==> config.mk <==
export PLATFORM = sky130hd
export DESIGN_NAME = display_scan_driver
export DESIGN_NICKNAME = d
export VERILOG_FILES = /design/src/rtl/display_scan_driver.sv
export SDC_FILE = /design/constraint.sdc
export NUM_CORES = 1
export LEC_CHECK = 0
export CORE_MARGIN = 3
export CORE_UTILIZATION = 50
export CTS_CLUSTER_SIZE = 12
export DETAILED_ROUTE_END_ITERATION = 6
export PLACE_DENSITY = 0.85
export SLEW_MARGIN = 20
export SYNTH_ARGS = -nofsm -noshare
export SYNTH_HDL_FRONTEND = slang
export SYNTH_SLANG_ARGS = --single-unit
==> constraint.sdc <==
create_clock -name clk_i -period 2.4 [get_ports clk_i]
set_clock_uncertainty 0.1 [all_clocks]
set_input_delay 0.24 -clock clk_i [delete_from_list [all_inputs] [get_ports clk_i]]
set_output_delay 0.24 -clock clk_i [all_outputs]
set_load 0.01 [all_outputs]
==> src/rtl/display_scan_driver.sv <==
// Multiplexed 7-segment scan driver: builds one {segments, digit-select} word per
// digit slot and hands it to the downstream 595 shifter with a one-cycle trigger.
module display_scan_driver #(
    parameter int unsigned NUM_DIGITS     = 4,
    parameter int unsigned SCAN_DIV       = 4096,
    parameter bit          SEG_ACTIVE_LOW = 1'b0,
    parameter bit          DIG_ACTIVE_LOW = 1'b1
) (
    input  logic                    clk_i,
    input  logic                    rst_i,
    input  logic [4*NUM_DIGITS-1:0] digits_i,
    input  logic [NUM_DIGITS-1:0]   dp_i,
    input  logic                    lz_blank_i,
    input  logic                    blank_i,
    output logic [15:0]             data_o,
    output logic                    trigger_o,
    output logic [2:0]              digit_idx_o
);

    localparam int unsigned DIV_W   = (SCAN_DIV > 1) ? $clog2(SCAN_DIV) : 1;
    localparam logic [7:0]  SEG_INV = {8{SEG_ACTIVE_LOW}};
    localparam logic [7:0]  DIG_INV = {8{DIG_ACTIVE_LOW}};
    localparam logic [15:0] WORD_OFF = {SEG_INV, DIG_INV};

    // A slot shorter than a full 16-bit shift-out would corrupt the 595 transfer.
    if (SCAN_DIV < 40 || NUM_DIGITS < 1 || NUM_DIGITS > 8) begin : g_param_check
        $error("display_scan_driver: SCAN_DIV must be >= 40 and NUM_DIGITS in 1..8");
    end

    logic [DIV_W-1:0] div_cnt_q, div_cnt_d;
    logic [2:0]       scan_idx_q, scan_idx_d;
    logic [15:0]      data_q, data_d;
    logic [2:0]       digit_idx_q, digit_idx_d;
    logic             load_q, load_d;
    logic             trigger_q, trigger_d;

    logic             load_c;
    logic [3:0]       cur_digit;
    logic             cur_dp;
    logic             upper_zero;
    logic [7:0]       seg_raw;
    logic [7:0]       sel_raw;
    logic [15:0]      word_c;

    function automatic logic [6:0] seg_encode(input logic [3:0] v);
        logic [6:0] s;
        case (v)
            4'd0:    s = 7'h3F;
            4'd1:    s = 7'h06;
            4'd2:    s = 7'h5B;
            4'd3:    s = 7'h4F;
            4'd4:    s = 7'h66;
            4'd5:    s = 7'h6D;
            4'd6:    s = 7'h7D;
            4'd7:    s = 7'h07;
            4'd8:    s = 7'h7F;
            4'd9:    s = 7'h6F;
            4'd15:   s = 7'h40;
            default: s = 7'h00;
        endcase
        return s;
    endfunction

    // Word for the digit currently addressed by scan_idx, polarity applied last.
    always_comb begin
        cur_digit  = 4'h0;
        cur_dp     = 1'b0;
        upper_zero = 1'b1;
        for (int j = 0; j < NUM_DIGITS; j++) begin
            if (3'(j) == scan_idx_q) begin
                cur_digit = digits_i[4*j +: 4];
                cur_dp    = dp_i[j];
            end
            if (3'(j) >= scan_idx_q && digits_i[4*j +: 4] != 4'h0) begin
                upper_zero = 1'b0;
            end
        end

        seg_raw = {cur_dp, seg_encode(cur_digit)};
        if (lz_blank_i && scan_idx_q != 3'd0 && upper_zero) begin
            seg_raw[6:0] = 7'h00;
        end
        sel_raw = 8'd1 << scan_idx_q;
        if (blank_i) begin
            seg_raw = 8'h00;
            sel_raw = 8'h00;
        end
        word_c = {seg_raw ^ SEG_INV, sel_raw ^ DIG_INV};
    end

    // Slot divider, scan index and load/trigger sequencing.
    always_comb begin
        load_c      = (div_cnt_q == DIV_W'(SCAN_DIV - 1));
        div_cnt_d   = div_cnt_q + DIV_W'(1);
        scan_idx_d  = scan_idx_q;
        data_d      = data_q;
        digit_idx_d = digit_idx_q;
        load_d      = load_c;
        trigger_d   = load_q;
        if (load_c) begin
            div_cnt_d   = '0;
            data_d      = word_c;
            digit_idx_d = scan_idx_q;
            scan_idx_d  = (scan_idx_q == 3'(NUM_DIGITS - 1)) ? 3'd0 : scan_idx_q + 3'd1;
        end
    end

    always_ff @(posedge clk_i) begin
        if (rst_i) begin
            div_cnt_q   <= '0;
            scan_idx_q  <= 3'd0;
            data_q      <= WORD_OFF;
            digit_idx_q <= 3'd0;
            load_q      <= 1'b0;
            trigger_q   <= 1'b0;
        end else begin
            div_cnt_q   <= div_cnt_d;
            scan_idx_q  <= scan_idx_d;
            data_q      <= data_d;
            digit_idx_q <= digit_idx_d;
            load_q      <= load_d;
            trigger_q   <= trigger_d;
        end
    end

    assign data_o      = data_q;
    assign trigger_o   = trigger_q;
    assign digit_idx_o = digit_idx_q;

endmodule

# Word level (Yosys, flattened, before mapping)
# Memory sizes are Yosys's and may differ from the RTL's.
# Cells that the tools add are included.
[classes]
eq_ne = 5
add_sub_neg = 2
shifts = 1
magnitude_cmp = 4
n_reduce_logical = 13
n_mux = 16
bitwise = 1
[op_table]
columns = ["operator", "n"]
rows = [
  ["$mux 4", 4],
  ["$mux 8", 2],
  ["$reduce_bool 4->1", 4],
  ["$add 12x1->12 const B", 1],
  ["$eq 12x12->1 const B", 1],
  ["$mux 1", 8],
  ["$not 8->8", 1],
  ["$shl 1x3->8 const A", 1],
  ["$mux 7", 1],
  ["$eq 2x3->1 const A", 2],
  ["$ge 1x3->1 const A", 2],
  ["$ge 2x3->1 const A", 2],
  ["$logic_and 1x1->1", 6],
  ["$add 3x1->3 const B", 1],
  ["$eq 1x3->1 const A", 1],
  ["$eq 3x2->1 const B", 1],
  ["$logic_not 3->1", 1],
  ["$mux 3", 1],
  ["$reduce_bool 3->1", 1],
  ["$reduce_or 2->1", 1],
]
[totals]
reg_bits = 36
mem_count = 1
romBits = 112
elab_cells = 49
[memory_table]
columns = ["name", "words", "word_bits", "rd", "rd_ports_with_merged_regs", "write_ports", "line_no", "rtl"]
rows = [
  ["(name not given)", 16, 7, 1, 0, 0, "47", "case (v)"],
]

# Depth between registers and ports, before layout
# Gate-level depths: netlist of the first run.
[logic_depth]
depth_word = 9
depth_mapped = 13
ltp_nobuf = 11

# Least setup slack after synthesis of the first run
# No wires, ideal clock.
[synth_timing]
path_type = "register -> register"
startpoint = "register scan_idx_q[0]"
endpoint = "register data_q[14], in the netlist data_o[14]"
stages_incl_launch_ff = 13
n_path_buf = 1
slack_ns = 0.196
setup_time_ns = 0.117
arrival_time_ns = 1.987
cell_sequence = "dfxtp_1 -> buf_6 -> inv_1 -> ha_1 -> and3_1 -> a21oi_1 -> o21ai_0 -> a22oi_1 -> inv_1 -> ha_1 -> and2_2 -> o22ai_1 -> o21ai_1"
[synth_between]
elab_chain_cells = 9
elab_cells_between_ends = 26
[synth_rtl]
columns = ["element", "line_no", "rtl"]
rows = [
  ["start, declared", "31", "logic [2:0] scan_idx_q, scan_idx_d;"],
  ["start signal, assigned", "118", "scan_idx_q <= scan_idx_d;"],
  ["parallel branches: the longest is 7 deep, another holds $mem_v2 16x7", "-", ""],
  ["$mux 7 *", "80", "if (lz_blank_i && scan_idx_q != 3'd0 && upper_zero) begin"],
  ["$mux 8 *", "84", "if (blank_i) begin"],
  ["end signal, assigned", "119", "data_q <= data_d;"],
  ["end, declared", "32", "logic [15:0] data_q, data_d;"],
]
# Mark *: on every way between the ends.
# A chain may end at the register's enable or synchronous reset.

# Final worst setup path of the first run
[layout_timing]
startpoint = "register scan_idx_q[1]"
endpoint = "register data_q[8], in the netlist data_o[8]"
# The elaborated chain is that of the path after synthesis.

==> out/qor.txt, run 1 <==
status = complete, no violations
Core Util, Final = 69.6%
Tot GR Track Use = 20.3%
Routed WL = 4420 µm
first-pass GRT wire length = 7070 µm
Worst Path Max Fanout = 9
final worst-path setup slack = 0.0953 ns
GP Congestion = 0.782
layout cells sized above 1 = 16.4%
Remaining DRCs = 0
minimum clock period = 2.30 ns
pwr dens = 452 nW/µm²
Crit path required time = 2.51 ns
Setup Viol. Count Final = 0
count leader, synth = dfxtp_1
Synth Instances = 217
critical path launch point type = flip-flop
synthesized area = 1940 µm²
worst min path class = flip-flop to flip-flop
die width = 68.3 µm
Die Span Y = 68.3 µm
CTS Buffer Depth = 2
FP Rows = 22
top cell type's share of synthesized area = 37.1%
PortBufs = 43
critical path data arrival time = 2.41 ns
Max H-tree Level = 2
final hold vios = 0
Ys Warns = 0
sequential cell area fraction in the yosys report = 37.1%
fin. max-slew vios = 0
# hold bufs at CTS = 0
io pins = 44
Initial Util = 52.3%
Crit. End Element = flip-flop
Worst-Skew Late Latency = 0.29 ns
Inserted Clock Buffers = 5
synth cell count leaders = 36 x dfxtp_1, 30 x nor2_1, 17 x nand2_1
Vias = 1697
clock sink count = 36
kind of critical path = flip-flop to flip-flop
Peak VDD IR = 260 µV
slew margin rel. = 66.9%
# Max-Cap Violations = 0
synthesized flop and latch total = 36
FFs w/ async S/R, synth = 0%
Fmax achieved = 0.434 GHz
Syn Area/Cell = 8.95 µm²
final period utilization = 96.0%
vias in the first global route = 1631
Clock Pin Slew Worst Setup and Hold Paths = 0.07 ns
largest net degree at the start of global routing = 15
area delta synth->final = 33.2%
Final Net Count = 310
hpwl dp = 3130 µm
Netlist cell types = 45
Lkg Pwr = 1.01 nW
number of DRC markers in iteration 0 = 87
post-route ant nets = 0
worst slack, placed = -0.0550 ns
die area = 4670 µm²
synth top area cells = dfxtp_1 37%, ha_1 8.4%, nor2_1 5.8%
top_reg_cell synth = dfxtp_1
grt ovf = 0
syn_nets = 254
Fin Hold WS = 0.336 ns
Routed WL per cell = 13.7 µm
Root Driver = clkbuf_8
worst-margin pin slew = 0.493 ns
Vias/cell = 5.27
Yosys top cell by area = dfxtp_1
Ant. Diodes = 0
core area = 3720 µm²
CTS tree = yes
Pre-Repair DR Iteration Count = 4
Post-synth EDFFs = 0
initial antenna violation count = 0
==> critical path: stages, from the launching register on <==
cell      delay, ns
dfxtp_2        0.34
buf_4          0.16
or4bb_2        0.62
o211ai_1       0.13
a22o_2         0.22
inv_2          0.06
ha_1           0.20
mux2i_1        0.13
nor2_1         0.08
o21ai_1        0.17
==> report_power, final <==
| part | switching [mW] | internal (mW) | total [mW] |
|---|---|---|---|
| Combinational | 0.0530 | 0.0684 | 0.121 |
| Clock | 0.210 | 0.234 | 0.444 |
| Sequential | 0.00308 | 0.601 | 0.605 |
| Total | 0.266 | 0.904 | 1.17 |
==> registers in the layout, summed over array words and instances, names as in the netlist <==
register     cells
digit_idx_o      3
scan_idx_q       3
trigger_o        1
div_cnt_q       12
data_o          16
load_q           1
==> through the flow <==
step | instance area, µm² | TNS [ns] | std cells | power, mW
after floorplan | 1940 | 0 | 217 | 0.669
after global placement | 2450 | 0 | 310 | 0.725
after detailed placement | 2450 | -0.108 | 310 | 0.728
after CTS | 2540 | 0 | 318 | 1.17
after global routing | 2590 | -0.123 | 322 | 1.21
final | 2590 | 0 | 322 | 1.17
==> cells in the final DEF, fill, tap and decap left out, types with 3 or more instances in the layout <==
master            n
and3_1            5
clkbuf_8          6
clkdlybuf4s50_1  43
a21oi_1          10
and2_1            6
nor4_1            4
o21ai_0           9
o21ai_1           7
dfxtp_1          35
nor2_1           30
nand3b_1          3
nand2b_1          5
mux2i_1           7
xor2_1            7
nand3_1           4
xnor2_1           4
nand2_1          17
inv_2             3
buf_4            15
inv_1             6
ha_1             11
==> logic make-up (layout without fill, tap and decap cells) <==
kind of cell | count (synthesis) | after routing | share of synthesized area, %
simple gates | 91 | 91 | 24.7
compound gates | 41 | 41 | 15.9
flops | 36 | 36 | 37.1
buf+inv | 18 | 75 | 5.34
fa+ha+maj | 13 | 13 | 8.37
xor+xnor | 11 | 11 | 4.96
mux | 7 | 7 | 3.61
==> worst paths after layout <==
path / start / to / slack, ns / depth (start not counted)
setup / recovery: scan_idx_q[1] / data_o[8] / 0.1 / 9
hold / removal: div_cnt_q[0] / div_cnt_q[0] / 0.34 / 1
setup reg to reg: scan_idx_q[1] / data_o[8] / 0.1 / 9
hold reg to reg: div_cnt_q[0] / div_cnt_q[0] / 0.34 / 1
==> final cells by class <==
cell class,instances,area (µm²)
Multi-Input combinational cell,163,1140
Tap cell,48,60.1
Sequential cell,36,722
Timing Repair Buffer,58,543
Clock buffer,8,90.1
Inverter,9,33.8
Fill cell,285,1130
==> metal layers <==
metal | track usage, % | wire length [µm]
met5 | 0 | 0
met4 | 8.19 | 59
met3 | 5.58 | 287
met2 | 34.1 | 2140
met1 | 24.2 | 1940
==> what timing repair did <==
item / CTS / global route
resized for setup: 0 / 10
setup buffers: 0 / 4
setup endpoints to repair: 0 / 7
No activity file was read; power rests on OpenSTA's default activity.
==> run 2, diff against run 1 <==
--- a/config.mk
+++ b/config.mk
@@ -5,7 +5,7 @@
 export SDC_FILE = /design/constraint.sdc
 export NUM_CORES = 1
 export LEC_CHECK = 0
-export CORE_MARGIN = 3
+export CORE_MARGIN = 10
 export CORE_UTILIZATION = 50
 export CTS_CLUSTER_SIZE = 12
 export DETAILED_ROUTE_END_ITERATION = 6
==> out/qor.txt, run 2 (same netlist as run 1, synthesis figures left out) <==
Initial Util = 52.3%
Crit. End Element = flip-flop
commonest cells after routing, fill and taps aside = 43 x clkdlybuf4s50_1, 35 x dfxtp_1, 30 x nor2_1
initial antenna violation count = 0
Root Driver = clkbuf_8
Cells after DPL = 310
Core Util, Final = 70.7%
die width = 82.3 µm
pwr dens = 497 nW/µm²
Vias = 1709
slowest CP cell = or4bb_2
Die Span Y = 82.3 µm
Crit path required time = 2.47 ns
kind of critical path = flip-flop to flip-flop
die area = 6780 µm²
max reg flops = 16
Worst Path Max Fanout = 8
Inserted Clock Buffers = 5
Peak VDD IR = 286 µV
worst slack, placed = -0.0570 ns
fin cells = 322
Tot GR Track Use = 14.2%
first-pass GRT wire length = 7640 µm
Top cell by count, worst path = inv_1
Routed WL per cell = 14.2 µm
fin. max-slew vios = 0
worst min path class = flip-flop to flip-flop
Max H-tree Level = 2
critical path data arrival time = 2.39 ns
number of DRC markers in iteration 0 = 129
commonest non-fill, non-tap cell in the layout = clkdlybuf4s50_1
Final Net Count = 310
Worst-Skew Late Latency = 0.29 ns
hpwl dp = 3480 µm
largest net degree at the start of global routing = 15
grt ovf = 0
Setup TNS Final = 0 ns
critical path launch point type = flip-flop
Clock Pin Slew Worst Setup and Hold Paths = 0.08 ns
Routed WL = 4590 µm
vias in the first global route = 1635
area delta synth->final = 35.2%
minimum clock period = 2.32 ns
status = complete, no violations
final worst-path setup slack = 0.0782 ns
final period utilization = 96.7%
FP Rows = 22
worst stage delay on the critical path = 0.63 ns
slew margin rel. = 65.5%
Crit path buffers/inverters = 3
Fmax achieved = 0.431 GHz
# Max-Cap Violations = 0
io pins = 44
core area = 3720 µm²
Pre-Repair DR Iteration Count = 4
Lkg Pwr = 1.04 nW
PortBufs = 43
clock sink count = 36
# hold bufs at CTS = 0
layout cells sized above 1 = 15.0%
Setup Viol. Count Final = 0
CTS tree = yes
crit-path leading delay family = simple AND/OR/NAND/NOR gates
crit-path cells = buf_4 -> or4bb_2 -> o211ai_1 -> a22o_2 -> inv_1 -> ha_1 -> inv_1 -> mux2i_1 -> nor2_1 -> o21ai_1
Ant. Diodes = 0
worst-margin pin slew = 0.514 ns
final hold vios = 0
Remaining DRCs = 0
post-route ant nets = 0
CTS Buffer Depth = 2
GP Congestion = 0.829
Fin Hold WS = 0.338 ns
Vias/cell = 5.31
## run 2: cell count changes in the layout (fill, tap and decap cells not counted), sizes merged
cell / delta
bufinv: +1
clkbuf: -1
## run 2: worst register-to-register path: cells and delay by family (launching register included)
family	cells	cell delay, ns
AO/OA/AOI/OAI	3	0.39
adder cells (fa/ha/maj)	1	0.19
buffers and inverters	3	0.33
flip-flops	1	0.38
multiplexers	1	0.08
AND/OR/NAND/NOR	2	0.75
## run 2: what timing repair did
action	4_1_cts	5_1_grt
resized for setup	1	5
pin swaps	0	3
endpoints found under the setup margin	2	7
setup buffers	0	4
## run 2: area by class of cell
type                       count  area [µm²]
clock buffer                   7        96.3
clock inverter                 1        30.0
fill                         286        1090
inverter                       9        33.8
multi-input combinational    163        1130
sequential                    36         724
tap                           48        60.1
timing repair buffer          58         556
## run 2: per-layer routing
layer  vias up  global-route usage, %  share of wire (%)
met1       779                   17.4                 45
met2        66                   21.7                 45
li1        860                      -                  -
met3         4                   6.48                8.8
met4         0                   4.42               0.74
met5         -                      0                  0
## run 2: through the flow
step | area (µm²) | total power [mW]
after floorplan | 1940 | 0.669
after global routing | 2630 | 1.36
after CTS | 2590 | 1.31
after global placement | 2460 | 0.726
after detailed placement | 2460 | 0.728
final | 2630 | 1.31
## run 2: worst paths after layout
kind / from / end / slack [ns] / depth (start not counted)
min reg2reg: load_q / trigger_o / 0.34 / 1
max reg2reg: scan_idx_q[1] / data_o[13] / 0.08 / 10
max: scan_idx_q[1] / data_o[13] / 0.08 / 10
min: load_q / trigger_o / 0.34 / 1
## run 2: power breakdown
part           switching, mW  internal [mW]  total [mW]
Combinational         0.0511         0.0674       0.119
Sequential           0.00324          0.600       0.603
Clock                  0.217          0.367       0.584
Total                  0.272           1.03        1.31
==> run 3, diff against run 2 <==
--- a/config.mk
+++ b/config.mk
@@ -5,6 +5,7 @@
 export SDC_FILE = /design/constraint.sdc
 export NUM_CORES = 1
 export LEC_CHECK = 0
+export ABC_AREA = 0
 export CORE_MARGIN = 10
 export CORE_UTILIZATION = 50
 export CTS_CLUSTER_SIZE = 12
==> results of run 3 <==
The final DEF is identical to that of run 2; final timing and power are the same.
